$ cat src/rtl/modulo_acumulador.sv
// Saturating accumulator for the 8-bit multiplier's {overflow, produto} words.
// It sums N_TERMOS products per operation and holds the result until it is consumed.
module modulo_acumulador #(
  parameter int N_TERMOS = 4
) (
  input  logic       clk,
  input  logic       rst,
  input  logic       limpar,
  input  logic       in_valid,
  output logic       in_ready,
  input  logic [8:0] in_resultado,
  output logic       out_valid,
  input  logic       out_ready,
  output logic [7:0] out_soma,
  output logic       out_overflow,
  output logic [7:0] parcial,
  output logic [7:0] contagem
);

  typedef enum logic {ACUM, SAIDA} estado_t;

  localparam logic [7:0] ULTIMO = 8'(N_TERMOS - 1);

  estado_t    estado;
  logic       sticky;
  logic [8:0] soma9;
  logic       sat;
  logic [7:0] proximo;
  logic       aceita;

  // Once saturated, the running sum stays pinned at 8'hFF for the rest of the operation.
  assign soma9   = {1'b0, parcial} + {1'b0, in_resultado[7:0]};
  assign sat     = soma9[8] | in_resultado[8] | sticky;
  assign proximo = sat ? 8'hFF : soma9[7:0];

  assign in_ready  = (estado == ACUM) & ~limpar;
  assign out_valid = (estado == SAIDA);
  assign aceita    = in_valid & in_ready;

  always_ff @(posedge clk) begin
    if (rst || limpar) begin
      estado       <= ACUM;
      parcial      <= 8'h00;
      contagem     <= 8'h00;
      sticky       <= 1'b0;
      out_soma     <= 8'h00;
      out_overflow <= 1'b0;
    end else begin
      case (estado)
        ACUM: begin
          if (aceita) begin
            parcial  <= proximo;
            sticky   <= sat;
            contagem <= contagem + 8'd1;
            if (contagem == ULTIMO) begin
              out_soma     <= proximo;
              out_overflow <= sat;
              estado       <= SAIDA;
            end
          end
        end
        SAIDA: begin
          // The finished result stays on out_soma/out_overflow after it is taken.
          if (out_ready) begin
            parcial  <= 8'h00;
            contagem <= 8'h00;
            sticky   <= 1'b0;
            estado   <= ACUM;
          end
        end
        default: estado <= ACUM;
      endcase
    end
  end

endmodule

$ cat config.mk
export PLATFORM = sky130hd
export DESIGN_NAME = modulo_acumulador
export DESIGN_NICKNAME = d
export VERILOG_FILES = /design/src/rtl/modulo_acumulador.sv
export SDC_FILE = /design/constraint.sdc
export NUM_CORES = 1
export LEC_CHECK = 0
export ABC_AREA = 1
export CAP_MARGIN = 20
export CORE_UTILIZATION = 30
export CTS_CLUSTER_SIZE = 16
export DETAILED_ROUTE_END_ITERATION = 10
export HOLD_SLACK_MARGIN = 0.03
export PLACE_DENSITY = 0.54
export SYNTH_ARGS = -nofsm -noshare
export SYNTH_HDL_FRONTEND = slang
export SYNTH_SLANG_ARGS = --single-unit
$ cat constraint.sdc
create_clock -name clk -period 2.3 [get_ports clk]
set_input_delay 0.46 -clock clk [delete_from_list [all_inputs] [get_ports clk]]
set_output_delay 0.46 -clock clk [all_outputs]
set_load 0.02 [all_outputs]
==> results.tsv <==
metric	value	unit
worstSetupEndpointType	output port	
hold_violations	0	
hpwlAfterDp	2.92	mm
final_common_cell	nand2_1	
cts_tree	done	
status	finished, final reports clean	
drc_errors	0	
place_congestion	0.807	
cp.arrival	1.66	ns
antenna_found_initial	0	
peakVddDrop	0.000237	V
synth.area.top_cells	dfxtp_1, nand2_1, ha_1	
yosys.area.top_type	dfxtp_1	
wl	3.86	mm
finalNetCount	303	
critPathKind	in2out	
finalMaxSlewViolations	0	
grt_pass1_wl	6.53	mm
p_total	922	uW
port_buffers	40	
layout_common_cells	nand2_1, clkdlybuf4s50_1, nor2_1	
area_growth_syn_to_layout	34.5	%
drt-pass1-iter-count	5	
grt_setup_unrepaired	false	
clkSlewWorstSetupHoldPaths	0.09	ns
cp_max_fo	2	
core_area	4880	um^2
yosysUniqueCellTypes	28	
die_h	74.3	um
pin_count	41	
via_count	1542	
cts_hold_buf	0	
track_usage	15.6	%
timing.final.ws_setup	0.180	ns
cts_sinks	27	
crit_required	1.84	ns
dieArea	5520	um^2
min_path_type	reg2reg	
clk_latency	0.28	ns
period_share	92.2	%
leakage	0.000929	uW
initial_utilization	32.2	%
worst_pin_slew	0.359	ns
cts_made_buffers	3	
wire_per_inst	11.2	um
setup_viol	0	
syn_avg_cell_area	6.73	um^2
post_cts_buffers	0	
dpl_worst_slack	-0.116	ns
powerDensity	437	nW/um^2
clock_path_buffers	2	
avgViaCountPerCell	4.47	
cts-root-buf	clkbuf_8	
synth_area	1570	um^2
synth_top_area_share	34.4	%
grt_max_degree	18	
slew_headroom	76.0	%
drive_above_1_share	7.19	%
first_global_vias	1443	
seq_area_frac_synth	34.4	%
drv_cap	0	
synth_cells	233	
yosys_warnings	0	
final.setup_skew	0.00537	ns
diodes	0	
syn_nets	257	
regArea	541	um^2
rows	25	
start_kind	primary input	
period_needed	2.12	ns
cts_resized	0	
drt_iter0_drc	61	
fmax	472	MHz
fillers	554	
h-tree-depth	1	
multi_input_area	876	um^2
die_w	74.3	um
synth-seq-cells	27	
ant_nets	0	
overflow	0	
==> synth_stat cells (all sizes together) <==
| cell | n |
|---|---|
| or2 | 2 |
| o21ai | 12 |
| nand2 | 66 |
| nor3 | 6 |
| inv | 32 |
| nand4 | 5 |
| nand3 | 15 |
| fa | 1 |
| nor3b | 1 |
| clkbuf | 1 |
| buf | 4 |
| nand3b | 1 |
| a21oi | 16 |
| dfxtp | 27 |
| xor2 | 3 |
| ha | 9 |
| nor2 | 32 |
==> sequential cells by signal (all words and copies together) (netlist names) <==
register and flops:
contagem 8, out_overflow 1, out_soma 8, out_valid 1
parcial 8, sticky 1
==> logic make-up after synthesis <==
kind of cell    count (synthesis)  share of synthesized area [%]
buf+inv                        37                           9.73
fa+ha+maj                      10                           8.45
compound gates                 28                           9.17
simple gates                  128                           36.5
flops                          27                           34.4
xor+xnor                        3                           1.67
==> final timing paths <==
path / from / end / slack [ns] / cells after the start
max reg2reg: parcial[0] / parcial[7] / 0.46 / 11
min: parcial[5] / parcial[5] / 0.49 / 2
max: limpar / in_ready / 0.18 / 3
min reg2reg: parcial[5] / parcial[5] / 0.49 / 2
==> where the power goes <==
group,switching (uW),total [uW],internal (uW)
combinational,89.6,162,71.9
sequential,5.02,478,473
clock,158,283,125
==> metrics by stage <==
stage | TNS, ns | cells | util [%] | instance area [um^2] | hold WS, ns
after floorplan | 0 | 233 | - | 1570 | 0.476
after global placement | -0.714 | 341 | 42.3 | 2070 | 0.478
after detailed placement | -0.918 | 341 | 42.3 | 2070 | 0.478
after CTS | 0 | 345 | 43.3 | 2110 | 0.493
after global routing | 0 | 345 | 43.3 | 2110 | 0.511
final | 0 | 345 | 43.3 | 2110 | 0.488
==> layout make-up <==
class                      count  share of cell area (%)
inverter                      32                    5.69
timing repair buffer          46                    21.1
clock buffer                   4                    2.13
multi-input combinational    169                    41.5
sequential                    27                    25.6
tap                           67                    3.97
==> metal layers <==
metal	global-route usage [%]	up-vias	wire, um
li1	-	830	-
met1	19.2	677	1870
met2	27.1	31	1790
met3	3.79	4	149
met4	4.61	0	51
met5	0	-	0
==> critical path, stage by stage <==
cell	delay (ns)
clkdlybuf4s50_1	0.46
nor2_4	0.13
clkdlybuf4s50_1	0.61
Note: power is estimated with default switching activity, not from simulation.
